--- src/rtl/stp_sr_rx_fifo_pkg.sv ---
// Shared definitions for the serial receive shifter and its word buffer.
package stp_sr_rx_fifo_pkg;

    // Order in which serial bits are assembled into a received word.
    typedef enum logic {
        LSB_FIRST = 1'b0,
        MSB_FIRST = 1'b1
    } bit_order_e;

    // Default word width and buffer depth used by the receiver.
    localparam int DEFAULT_DATA_W     = 8;
    localparam int DEFAULT_FIFO_DEPTH = 4;

endpackage

--- src/rtl/rx_word_fifo.sv ---
// Synchronous word FIFO with occupancy count, head-of-queue output that reads
// zero while empty, and a drop strobe for pushes that find no free entry.
module rx_word_fifo #(
    parameter int DATA_W = stp_sr_rx_fifo_pkg::DEFAULT_DATA_W,
    parameter int DEPTH  = stp_sr_rx_fifo_pkg::DEFAULT_FIFO_DEPTH
) (
    input  logic                     clk_i,
    input  logic                     rst_i,
    input  logic                     push_i,
    input  logic [DATA_W-1:0]        push_data_i,
    input  logic                     pop_req_i,
    output logic [DATA_W-1:0]        head_o,
    output logic                     valid_o,
    output logic [$clog2(DEPTH):0]   count_o,
    output logic                     drop_o
);
    import stp_sr_rx_fifo_pkg::*;

    localparam int PTR_W = $clog2(DEPTH);
    localparam int CNT_W = PTR_W + 1;

    logic [DATA_W-1:0] mem_q [DEPTH];
    logic [PTR_W-1:0]  wr_ptr_q, wr_ptr_d;
    logic [PTR_W-1:0]  rd_ptr_q, rd_ptr_d;
    logic [CNT_W-1:0]  count_q, count_d;
    logic              empty, full, pop, wr;

    // Occupancy decode, push/pop qualification and next pointer/count values.
    always_comb begin
        empty    = (count_q == '0);
        full     = (count_q == CNT_W'(DEPTH));
        pop      = !empty && pop_req_i;
        // A full FIFO still takes a word when the head leaves in the same cycle.
        wr       = push_i && (!full || pop);
        drop_o   = push_i && full && !pop;
        wr_ptr_d = wr  ? wr_ptr_q + PTR_W'(1) : wr_ptr_q;
        rd_ptr_d = pop ? rd_ptr_q + PTR_W'(1) : rd_ptr_q;
        unique case ({wr, pop})
            2'b10:   count_d = count_q + CNT_W'(1);
            2'b01:   count_d = count_q - CNT_W'(1);
            default: count_d = count_q;
        endcase
    end

    // Pointer and count state; pointers wrap naturally at the power-of-two depth.
    always_ff @(posedge clk_i or posedge rst_i) begin
        if (rst_i) begin
            wr_ptr_q <= '0;
            rd_ptr_q <= '0;
            count_q  <= '0;
        end else begin
            wr_ptr_q <= wr_ptr_d;
            rd_ptr_q <= rd_ptr_d;
            count_q  <= count_d;
        end
    end

    // Storage array; contents are only meaningful below the count, so no reset.
    always_ff @(posedge clk_i) begin
        if (wr) begin
            mem_q[wr_ptr_q] <= push_data_i;
        end
    end

    // Head word is forced to zero while nothing is buffered.
    always_comb begin
        valid_o = !empty;
        head_o  = empty ? '0 : mem_q[rd_ptr_q];
        count_o = count_q;
    end

endmodule

--- src/rtl/stp_sr_rx_fifo.sv ---
// Serial-to-parallel receiver: shifts SDA_sync on qualified SCL rising edges,
// pushes each completed word into a small FIFO, and flags dropped words.
module stp_sr_rx_fifo #(
    parameter int DATA_W     = stp_sr_rx_fifo_pkg::DEFAULT_DATA_W,
    parameter int MSB_FIRST  = 1,
    parameter int FIFO_DEPTH = stp_sr_rx_fifo_pkg::DEFAULT_FIFO_DEPTH
) (
    input  logic                          clk,
    input  logic                          rst,
    input  logic                          SDA_sync,
    input  logic                          rising_edge,
    input  logic                          rx_enable,
    input  logic                          frame_clr,
    output logic [DATA_W-1:0]             rx_data,
    output logic                          rx_valid,
    input  logic                          rx_ready,
    output logic                          word_done,
    output logic [$clog2(DATA_W)-1:0]     bit_cnt,
    output logic [$clog2(FIFO_DEPTH):0]   fifo_count,
    output logic                          overflow,
    input  logic                          overflow_clr
);
    import stp_sr_rx_fifo_pkg::*;

    localparam int CNT_W = $clog2(DATA_W);
    localparam bit_order_e ORDER = (MSB_FIRST != 0) ? stp_sr_rx_fifo_pkg::MSB_FIRST
                                                    : stp_sr_rx_fifo_pkg::LSB_FIRST;

    logic [DATA_W-1:0] shreg_q, shreg_d, shifted;
    logic [CNT_W-1:0]  bit_cnt_q, bit_cnt_d;
    logic              word_done_q, overflow_q, overflow_d;
    logic              shift_en, last_bit, word_push, fifo_drop;

    // Shift/count next state; frame_clr overrides any coincident sample.
    always_comb begin
        shift_en  = rx_enable && rising_edge;
        last_bit  = (bit_cnt_q == CNT_W'(DATA_W - 1));
        if (ORDER == stp_sr_rx_fifo_pkg::MSB_FIRST) begin
            shifted = {shreg_q[DATA_W-2:0], SDA_sync};
        end else begin
            shifted = {SDA_sync, shreg_q[DATA_W-1:1]};
        end
        shreg_d   = shreg_q;
        bit_cnt_d = bit_cnt_q;
        word_push = 1'b0;
        if (frame_clr) begin
            shreg_d   = '0;
            bit_cnt_d = '0;
        end else if (shift_en) begin
            shreg_d = shifted;
            if (last_bit) begin
                // The completing bit goes straight into the pushed word.
                bit_cnt_d = '0;
                word_push = 1'b1;
            end else begin
                bit_cnt_d = bit_cnt_q + CNT_W'(1);
            end
        end
    end

    // Sticky overflow: a new drop wins over a clear in the same cycle.
    always_comb begin
        if (fifo_drop) begin
            overflow_d = 1'b1;
        end else if (overflow_clr) begin
            overflow_d = 1'b0;
        end else begin
            overflow_d = overflow_q;
        end
    end

    // Receiver state registers.
    always_ff @(posedge clk or posedge rst) begin
        if (rst) begin
            shreg_q     <= '0;
            bit_cnt_q   <= '0;
            word_done_q <= 1'b0;
            overflow_q  <= 1'b0;
        end else begin
            shreg_q     <= shreg_d;
            bit_cnt_q   <= bit_cnt_d;
            word_done_q <= word_push;
            overflow_q  <= overflow_d;
        end
    end

    rx_word_fifo #(
        .DATA_W (DATA_W),
        .DEPTH  (FIFO_DEPTH)
    ) u_fifo (
        .clk_i       (clk),
        .rst_i       (rst),
        .push_i      (word_push),
        .push_data_i (shifted),
        .pop_req_i   (rx_ready),
        .head_o      (rx_data),
        .valid_o     (rx_valid),
        .count_o     (fifo_count),
        .drop_o      (fifo_drop)
    );

    // Status outputs.
    always_comb begin
        bit_cnt   = bit_cnt_q;
        word_done = word_done_q;
        overflow  = overflow_q;
    end

endmodule

--- config.mk ---
export PLATFORM = sky130hd
export DESIGN_NAME = stp_sr_rx_fifo
export DESIGN_NICKNAME = d
export VERILOG_FILES = /design/src/rtl/stp_sr_rx_fifo_pkg.sv /design/src/rtl/rx_word_fifo.sv /design/src/rtl/stp_sr_rx_fifo.sv
export SDC_FILE = /design/constraint.sdc
export NUM_CORES = 1
export LEC_CHECK = 0
export ABC_AREA = 1
export BUFFER_PORTS_ARGS = -buffer_cell sky130_fd_sc_hd__buf_2
export CAP_MARGIN = 20
export CORE_UTILIZATION = 45
export CTS_CLUSTER_DIAMETER = 60
export DETAILED_ROUTE_END_ITERATION = 10
export HOLD_SLACK_MARGIN = 0.08
export REMOVE_ABC_BUFFERS = 1
export SLEW_MARGIN = 0
export SYNTH_ARGS = -nofsm -noshare
export SYNTH_HDL_FRONTEND = slang
export SYNTH_HIERARCHICAL = 1
export SYNTH_SLANG_ARGS = --single-unit
--- constraint.sdc ---
create_clock -name clk -period 5.6 [get_ports clk]
set_input_delay 0.84 -clock clk [delete_from_list [all_inputs] [get_ports clk]]
set_output_delay 0.84 -clock clk [all_outputs]
set_load 0.005 [all_outputs]
==> results of run 1 <==
registers in the layout, summed over array words and instances (netlist names):
name             count
shreg_q              7
word_done            1
u_fifo/wr_ptr_q      2
bit_cnt              3
u_fifo/count_o       3
overflow             1
u_fifo/mem_q        32
u_fifo/rd_ptr_q      2
report_power, final:
group	total [mW]	internal [mW]	switching, mW
registers	0.467	0.417	0.0500
logic	0.303	0.125	0.179
clock network	0.245	0.131	0.114
worst paths after layout:
| path | end | slack [ns] | cells after the start |
|---|---|---|---|
| worst max register to register | u_fifo/mem_q[3][0]$_DFFE_PP_ | 3.33 | 6 |
| worst min register to register | overflow$_DFFE_PP0P_ | 0.52 | 2 |
| worst min-delay path | u_fifo/wr_ptr_q[0]$_DFFE_PP0P_ | 0.46 | 2 |
| min in group clk | overflow$_DFFE_PP0P_ | 0.52 | 2 |
| worst max-delay path | rx_data[6] | 2.91 | 4 |
| max in group asynchronous | shreg_q[2]$_DFFE_PP0P_ | 4.72 | 2 |
worst reg2reg max path, cell delays in order, from the launching register on:
cell	delay [ns]
dfrtp_1	0.42
ha_1	0.17
ha_1	0.16
nand2_1	0.06
nor2_1	0.39
nand2_4	0.14
nor2_1	0.56
cell families (layout without fill, tap and decap cells):
group,Yosys count,count (layout),share of synthesized area
buffers and inverters,27,53,0.0537
flip-flops,51,51,0.623
adder cells (fa/ha/maj),7,7,0.0412
AO/OA/AOI/OAI,27,27,0.0597
AND/OR/NAND/NOR,94,94,0.208
XOR/XNOR,3,3,0.0147
layout make-up:
type / instances / area, sq um
Inverter: 21 / 78.8
Timing Repair Buffer: 24 / 120
Fill cell: 450 / 2240
Sequential cell: 51 / 1440
Clock buffer: 5 / 68.8
Clock inverter: 3 / 38.8
Multi-Input combinational cell: 131 / 746
Tap cell: 67 / 83.8
per-layer routing:
metal  up-vias  global-route usage  routed length, um
met5         -                   0                  0
met4         0              0.0791                 87
met3         9              0.0412                146
met2        25               0.288               2040
met1       685               0.237               1950
li1        733                   -                  -
through the flow:
| step | total power [mW] | instances | worst slack (ns) | hold slack (ns) | util |
|---|---|---|---|---|---|
| after floorplan | 0.662 | 203 | 3.20 | 0.492 | - |
| after global placement | 0.780 | 294 | 2.88 | 0.499 | 0.512 |
| after detailed placement | 0.784 | 294 | 2.79 | 0.507 | 0.512 |
| after CTS | 1.03 | 302 | 2.86 | 0.463 | 0.534 |
| after global routing | 1.09 | 302 | 2.75 | 0.473 | 0.534 |
| final | 1.02 | 302 | 2.91 | 0.465 | 0.534 |
cells in the final DEF (no fill, tap or decap):
| cell | n |
|---|---|
| nor2_1 | 41 |
| edfxtp_1 | 32 |
| nand2_1 | 28 |
| buf_2 | 24 |
| dfrtp_1 | 19 |
| inv_1 | 18 |
| o21ai_0 | 17 |
| nand3_2 | 12 |
| a21oi_1 | 9 |
| ha_1 | 6 |
| nand3_1 | 5 |
| clkbuf_8 | 5 |
| inv_2 | 3 |
| nand2_4 | 3 |
| nor2_4 | 2 |
| xor2_1 | 2 |
| nand4_1 | 2 |
| nand2_2 | 1 |
| o21bai_1 | 1 |
| clkinv_1 | 1 |
| clkinv_2 | 1 |
| bufinv_16 | 1 |
| xor2_2 | 1 |
| fa_1 | 1 |
==> impl_results.md, run 1 <==
* Status: finished clean
* Setup CP Type: reg2out
* Slowest CP cell: dfrtp_1
* DR vias/cell at 4.81
* RSZ-0062 raised after global routing: no
* Mapped Area at 0.00231 sq mm
* First-pass GRT wire length at 6890 um
* Post-CTS setup buffers at 0
* Critical Path Sink Type: primary output
* Max VDD drop at 191 uV
* Total congestion overflow at 0
* Max cap viols at 0
* Average wire per standard cell at 14.0 um
* Maximum clock insertion buffer count at 2
* Setup crit start kind: flop
* Library cells used by synthesis at 23
* Synth top area share at 0.417
* Fin area at 0.00257 sq mm
* Number of CTS-inserted buffers at 5
* Number of synthesized flops with an enable pin at 32
* Worst EP required at 4.76 ns
* FMAX at 0.372 GHz
* Number of port buffers at 24
* Final ANT Viol Nets at 0
* Initial antenna violation count at 0
* Drt pass-1 iters at 4
* CP Data Arrival Time at 1.85 ns
* Area growth, synth to finish at 11.6%
* Buffers and inverters on the worst path at 2
* Flops & latches, synth at 51
* Diode count at 0
* Die Y at 73.6 um
* Cell accounting for the most synthesized area: edfxtp_1
* Layout cells sized above 1 at 0.226
* Final WL at 4230 um
* Power per cell area at 395 mW/mm^2
* Tcrit/Tclk final at 0.480
* Most frequent cell after synthesis: nor2_1
* Vias in the first global route at 1377
* HP Class: in2async
* Area contributors post-synth: edfxtp_1 42%, dfrtp_1 21%, nor2_1 6.7%, nand3_2 5.2%, nand2_1 4.6%
* Reg2reg start: bit_cnt[0]$_DFFE_PP0P_
* Avg Inst Size Synth at 11.0 sq um
* Initial Util at 0.479
* Fin nets at 249
* Post-cts resize count at 0
* Delay-heaviest family, CP: flip-flops
* # setup viols final at 0
* Synth warnings at 6
* # clock sinks at 51
* GRT Overall Usage at 0.181
* Async set or reset register ratio after synthesis at 0.373
* Synth Instances at 209
* Routability cong. at 0.784
* Worst path cell trace: inv_2, o21ai_0, a21oi_1, buf_2
* Root buffer cell: clkbuf_8
* Slew HR at 0.531
* Total number of vias at 1452
* Die width at 73.6 um
* Least-Margin Pin Slew at 0.700 ns
* P_leak at 1.12 nW
* CP peak stage delay at 0.74 ns
* Crit. Startpoint: u_fifo/rd_ptr_q[0]$_DFFE_PP0N_
* Post-CTS Hold Buffers at 0
* Core region area at 0.00482 sq mm
* Rows at 25
* Most frequent cells after synthesis: 41 x nor2_1, 32 x edfxtp_1, 28 x nand2_1
* IO Pins at 25
* # H-tree levels at 2
* Crit path max fanout at 18
* CTS tree: built
* Layout Skew at 0.0111 ns
* Number of DRC markers in iteration 0 at 84
* Die area at 0.00541 sq mm
* DP Wirelength at 3010 um
* Residual DRC at 0
* Sequential fraction of the synthesis area at 0.623
* Placed instance area at 0.00246 sq mm
* Prevailing post-synth register cell: edfxtp_1
* Fin crit period at 2.69 ns
* Clk pin slew, worst setup/hold paths at 0.09 ns
* Largest net degree at the start of global routing at 19
* Fin. max-slew vios at 0
* Fin. Hold Viols at 0
* Clock Latency Late Sink at 0.30 ns
* Fin Setup TNS at 0 ns
Power figures use the tool's default switching activity.
==> inputs of run 2 (changes only) <==
- clock period: 5.6 -> 2.7 ns (I/O delays scaled with it)
==> impl_results.md, run 2 (synthesized netlist as in run 1, its figures left out) <==
* Grt peak-use layer: met2
* Drt pass-1 iters at 4 (unchanged)
* Die width at 73.6 um (unchanged)
* Number of port buffers at 24 (unchanged)
* Max cap viols at 0 (unchanged)
* First-pass GRT wire length at 6840 um (-0.61%)
* Max reg flops at 32 (unchanged)
* Vias in the first global route at 1402 (+1.8%)
* Fin. Hold Viols at 0 (unchanged)
* Worst EP required at 2.30 ns (-2.46 ns)
* Status: finished clean
* Total number of vias at 1481 (+2.0%)
* Worst slack, placed at 0.655 ns (-2.13 ns)
* Final WL at 4190 um (-0.85%)
* Die area at 0.00541 sq mm (unchanged)
* Least-Margin Pin Slew at 0.627 ns (-0.0731 ns)
* Rows at 25 (unchanged)
* Dpl cells at 299 (+1.7%)
* Crit path max fanout at 18 (unchanged)
* Fin. max-slew vios at 0 (unchanged)
* Core region area at 0.00482 sq mm (unchanged)
* Maximum clock insertion buffer count at 2 (unchanged)
* Most flops, register: u_fifo/mem_q
* Post-cts resize count at 0 (unchanged)
* Initial Util at 0.479 (unchanged)
* RSZ-0062 raised after global routing: no
* Number of CTS-inserted buffers at 5 (unchanged)
* Max VDD drop at 290 uV (+52%)
* Met2 GRT Util at 0.276 (-0.0122)
* Worst hold margin at 0.278 ns (-0.186 ns)
* Largest net degree at the start of global routing at 19 (unchanged)
* Clk pin slew, worst setup/hold paths at 0.09 ns (about the same)
* Final Non-Filler Cells at 308 (+2.0%)
* Number of DRC markers in iteration 0 at 69 (-18%)
* Layout Skew at 0.00878 ns (-0.00236 ns)
* Root buffer cell: clkbuf_8
* P_leak at 1.14 nW (+1.6%)
* Grt met3 use at 0.0288 (-0.0123)
* Fin crit period at 2.21 ns
* Post-route setup slack at 0.486 ns (-2.42 ns)
* Residual DRC at 0 (unchanged)
* Total congestion overflow at 0 (unchanged)
* Routability cong. at 0.803 (+2.5%)
* DR vias/cell at 4.81 (about the same)
* Commonest non-fill, non-tap cell in the layout: nor2_1
* Average wire per standard cell at 13.6 um (-2.8%)
* Final ANT Viol Nets at 0 (unchanged)
* GRT Overall Usage at 0.177 (-0.00347)
* Clock Latency Late Sink at 0.30 ns (about the same)
* Initial antenna violation count at 0 (unchanged)
* GRT met1 Usage at 0.246 (+0.00913)
* Largest registers: u_fifo/mem_q x32, shreg_q x7
* CTS tree: built
* Total power at 2.01 mW (+98%)
* # setup viols final at 0 (unchanged)
* FMAX at 0.452 GHz
* Fin nets at 255 (+2.4%)
* HP Class: in2reg
* CP Data Arrival Time at 1.81 ns (-0.04 ns)
* Setup CP Type: reg2out
* Most frequent cells in the layout: 41 x nor2_1, 32 x edfxtp_1, 28 x nand2_1
* # clock sinks at 51 (unchanged)
* DP Wirelength at 2820 um (-6.3%)
* Tcrit/Tclk final at 0.820
* IO Pins at 25 (unchanged)
* Die Y at 73.6 um (unchanged)
* Critical Path Sink Type: primary output
* Diode count at 0 (unchanged)
* Power per cell area at 774 mW/mm^2 (+96%)
* Area growth, synth to finish at 12.5%
* # H-tree levels at 2 (unchanged)
* Fin Setup TNS at 0 ns (unchanged)
* Setup crit start kind: flop
* Layout cells sized above 1 at 0.237 (+0.0110)
* Slew HR at 0.582 (+0.0505)
run 2: changes by cell type in the layout (fill, tap and decap cells not counted), sizes merged:
cell         before  now
buf              24   29
clkbuf            5    7
bufinv            1    0
clkinv            2    1
dlygate4sd3       0    1
run 2: metrics by stage:
step           instance area [sq um]  utilization
2_1_floorplan                   2260            -
3_3_place_gp                    2500        0.519
3_5_place_dp                    2500        0.519
4_1_cts                         2590        0.538
5_1_grt                         2590        0.538
6_report                        2590        0.538
run 2: layer usage:
metal	vias up	share of wire
li1	752	-
met1	705	0.48
met2	18	0.48
met3	6	0.025
met4	0	0.015
met5	-	0
run 2: path summary, 6_finish.rpt:
path / to / start / cells past startpoint / slack (ns)
setup / recovery: rx_data[5] / u_fifo/rd_ptr_q[0]$_DFFE_PP0N_ / 4 / 0.49
hold / removal: overflow$_DFFE_PP0P_ / overflow_clr / 2 / 0.28
setup reg to reg: u_fifo/count_o[2]$_DFFE_PP0P_ / bit_cnt[0]$_DFFE_PP0P_ / 12 / 0.70
hold reg to reg: overflow$_DFFE_PP0P_ / overflow$_DFFE_PP0P_ / 2 / 0.53
max in group asynchronous: shreg_q[1]$_DFFE_PP0P_ / rst / 3 / 1.70
min in group asynchronous: u_fifo/count_o[2]$_DFFE_PP0P_ / rst / 3 / 0.58
run 2: where the power goes:
part	internal (mW)	total, mW	switching (mW)
clock	0.182	0.415	0.233
combinational	0.259	0.621	0.361
sequential	0.865	0.971	0.106
total	1.31	2.01	0.700
run 2: cell type report:
type                       instances  area [sq um]
inverter                          21          78.8
sequential                        51          1440
fill                             458          2220
clock inverter                     1          5.00
multi-input combinational        131           746
tap                               67          83.8
timing repair buffer              30           168
clock buffer                       7          76.3
run 2: repair_timing:
action,4_1_cts,5_1_grt
hold buffers,1,0
setup buffers,0,0
endpoints found under the hold margin,7,0
run 2: critical path: stages, from the launching register on:
cell     delay, ns
dfrtp_1       0.75
inv_2         0.27
o21ai_0       0.25
a21oi_1       0.10
buf_2         0.14
==> inputs of run 3 (changes only) <==
- ABC_AREA: 1 -> 0
- PLACE_DENSITY: default -> 0.66
- clock period: 2.7 -> 1.89 ns (I/O delays scaled with it)
==> impl_results.md, run 3 <==
* Least-Margin Pin Slew at 0.459 ns (-0.168 ns)
* Root buffer cell: clkbuf_8
* Fin. Hold Viols at 0 (unchanged)
* Post-route setup slack at -0.148 ns (-0.635 ns)
* Drt pass-1 iters at 4 (unchanged)
* Placed instance area at 0.00273 sq mm (+9.2%)
* Setup crit start kind: flop
* Clk pin slew, worst setup/hold paths at 0.09 ns (about the same)
* Number of synthesized flops with an enable pin at 32 (unchanged)
* Library cells used by synthesis at 36 (+57%)
* Worst reg2reg setup slack at -0.15 ns (-0.85 ns)
* Final WL at 4510 um (+7.7%)
* Slew HR at 0.693 (+0.112)
* Max VDD drop at 349 uV (+20%)
* Setup CP Type: reg2reg
* Clock Latency Late Sink at 0.30 ns (about the same)
* DP Wirelength at 3040 um (+7.8%)
* Largest registers: u_fifo/mem_q x32, shreg_q x7
* Initial Util at 0.468 (-0.0106)
* Crit path max fanout at 2 (-16)
* Power per cell area at 651 mW/mm^2 (-16%)
* Critical Path Sink Type: flop
* Flops & latches, synth at 51 (unchanged)
* Final ANT Viol Nets at 0 (unchanged)
* Reg2reg start: bit_cnt[1]$_DFFE_PP0P_
* Layout Skew at 0.00575 ns (-0.00303 ns)
* Number of DRC markers in iteration 0 at 108 (+57%)
* Worst hold margin at 0.231 ns (-0.0474 ns)
* Crit. Startpoint: bit_cnt[1]$_DFFE_PP0P_
* Most frequent cells after synthesis: 32 x edfxtp_1, 19 x dfrtp_1, 13 x and2_1
* Fin nets at 217 (-15%)
* Number of CTS-inserted buffers at 5 (unchanged)
* Sequential fraction of the synthesis area at 0.597 (-0.0259)
* Max reg flops at 32 (unchanged)
* First-pass GRT wire length at 7380 um (+7.9%)
* Fin. max-slew vios at 0 (unchanged)
* # H-tree levels at 2 (unchanged)
* Total number of vias at 1446 (-2.4%)
* Most frequent cell after synthesis: edfxtp_1
* Most flops, register: u_fifo/mem_q
* Cell accounting for the most synthesized area: edfxtp_1
* Total power at 1.89 mW (-5.7%)
* Worst R2R Path Depth at 8 (-4)
* HP Class: in2reg
* Die area at 0.00564 sq mm (+4.2%)
* Mapped Area at 0.00241 sq mm (+4.3%)
* Prevailing post-synth register cell: edfxtp_1
* Area growth, synth to finish at 20.8%
* Residual DRC at 0 (unchanged)
* FMAX at 0.491 GHz
* Max cap viols at 0 (unchanged)
* Total congestion overflow at 0 (unchanged)
* IO Pins at 25 (unchanged)
* Synth top area share at 0.399 (-0.0173)
* Average wire per standard cell at 16.5 um (+21%)
* Clock Power Share at 0.338 (+0.131)
* Diode count at 0 (unchanged)
* Tcrit/Tclk final at 1.08
* Vias in the first global route at 1463 (+4.4%)
* Status: complete, but fails checks
* RSZ-0062 raised after global routing: yes
* Critical path destination: u_fifo/count_o[1]$_DFFE_PP0P_
* Sw Pwr at 0.419 mW (-40%)
* Synth Instances at 159 (-24%)
* Number of port buffers at 24 (unchanged)
* Avg Inst Size Synth at 15.1 sq um (+37%)
* Sequential power share at 0.625 (+0.141)
* Die Y at 75.1 um (+2.1%)
* GRT Overall Usage at 0.182 (+0.00447)
* Die width at 75.1 um (+2.1%)
* DR vias/cell at 5.30 (+10%)
* CP Data Arrival Time at 2.23 ns (+0.42 ns)
* Fin crit period at 2.04 ns
* Synth warnings at 6 (unchanged)
* Routability cong. at 0.767 (-4.5%)
* Rows at 26 (+4.0%)
* Int Power at 1.47 mW (+13%)
* # clock sinks at 51 (unchanged)
* CTS tree: built
* Fin area at 0.00291 sq mm (+12%)
* HP Start: SDA_sync
* Post-layout util at 0.565 (+0.0270)
* Initial antenna violation count at 0 (unchanged)
* Failing checks: setup timing
* Crit Reg-Reg Endpoint: u_fifo/count_o[1]$_DFFE_PP0P_
* Gate power share at 0.037 (-0.272)
* Sw Share at 0.222 (-0.127)
* Largest net degree at the start of global routing at 21 (+2)
* Commonest non-fill, non-tap cell in the layout: edfxtp_1
* P_leak at 1.18 nW (+3.7%)
* Most frequent cells in the layout: 32 x edfxtp_1, 23 x buf_2, 19 x dfrtp_1
* Maximum clock insertion buffer count at 2 (unchanged)
* # setup viols final at 11 (+11)
* Area contributors post-synth: edfxtp_1 40%, dfrtp_1 20%, mux4_1 8.7%, a21bo_1 4.2%, a21oi_2 3.6%
* Layout cells sized above 1 at 0.389 (+0.153)
* Worst EP required at 2.08 ns (-0.22 ns)
* Core region area at 0.00514 sq mm (+6.7%)
* FILL cells at 444 (-3.1%)
* Async set or reset register ratio after synthesis at 0.373 (unchanged)
[run 3: what timing repair did]
action                                  4_1_cts  5_1_grt
hold buffers                                  1        0
endpoints found under the setup margin       42       44
endpoints found under the hold margin        19        0
setup buffers                                 3        0
gates cloned                                  1        0
gates resized for setup                      15        2
pin swaps                                     9        4
[run 3: worst min-delay path by stage]
stage / endpoint / slack, ns / depth (start not counted)
global placement: u_fifo/wr_ptr_q[1]$_DFFE_PP0P_ / 0.24 / 2
finish: u_fifo/mem_q[3][0]$_DFFE_PP_ / 0.23 / 1
detailed placement: u_fifo/wr_ptr_q[1]$_DFFE_PP0P_ / 0.26 / 2
floorplan: u_fifo/count_o[0]$_DFFE_PP0P_ / 0.09 / 1
CTS: u_fifo/mem_q[1][0]$_DFFE_PP_ / 0.22 / 1
global route: u_fifo/mem_q[3][0]$_DFFE_PP_ / 0.23 / 1
[run 3: cell type report]
type / instances / area (sq um) / area share
flip-flops and latches: 51 / 1440 / 0.494
inverters: 8 / 30.0 / 0.0103
well taps: 70 / 87.6 / 0.0301
clock inverters: 3 / 23.8 / 0.00818
clock buffers: 5 / 68.8 / 0.0237
repair buffers: 46 / 380 / 0.131
multi-input cells: 90 / 880 / 0.303
[run 3: routing by layer]
metal / global-route usage / routed length (um) / vias up
li1: - / - / 667
met5: 0 / 0 / -
met2: 0.300 / 2240 / 40
met4: 0.0776 / 82 / 0
met3: 0.0402 / 210 / 9
met1: 0.232 / 1970 / 730
[run 3: kinds of logic after synthesis]
| logic type | share of synthesized area |
|---|---|
| compound gates | 0.107 |
| xor+xnor | 0.0182 |
| fa+ha+maj | 0.0395 |
| buf+inv | 0.0416 |
| flops | 0.597 |
| mux | 0.0920 |
| simple gates | 0.105 |
[run 3: critical path: stages (launching register included)]
cell	delay [ns]
dfrtp_1	0.39
ha_2	0.20
ha_4	0.15
and4b_1	0.19
or2_4	0.23
fa_1	0.50
inv_1	0.04
o21ai_1	0.14
o31ai_1	0.09
[run 3: per-stage QoR]
step                      TNS (ns)  setup WS (ns)  std cells
after floorplan              -2.08         -0.342        149
after global placement      -0.331         -0.214        260
after detailed placement     -2.58         -0.301        260
after CTS                    -1.78         -0.179        273
after global routing         -4.63         -0.222        273
final                        -1.13         -0.148        273
[run 3: power by group through the flow]
stage	clock network, mW	logic, mW	registers, mW
final	0.640	0.0698	1.18
after global placement	0	0.0641	1.21
after floorplan	0	0.0206	1.21
after CTS	0.655	0.0699	1.18
after global routing	0.713	0.0773	1.18
after detailed placement	0	0.0675	1.21
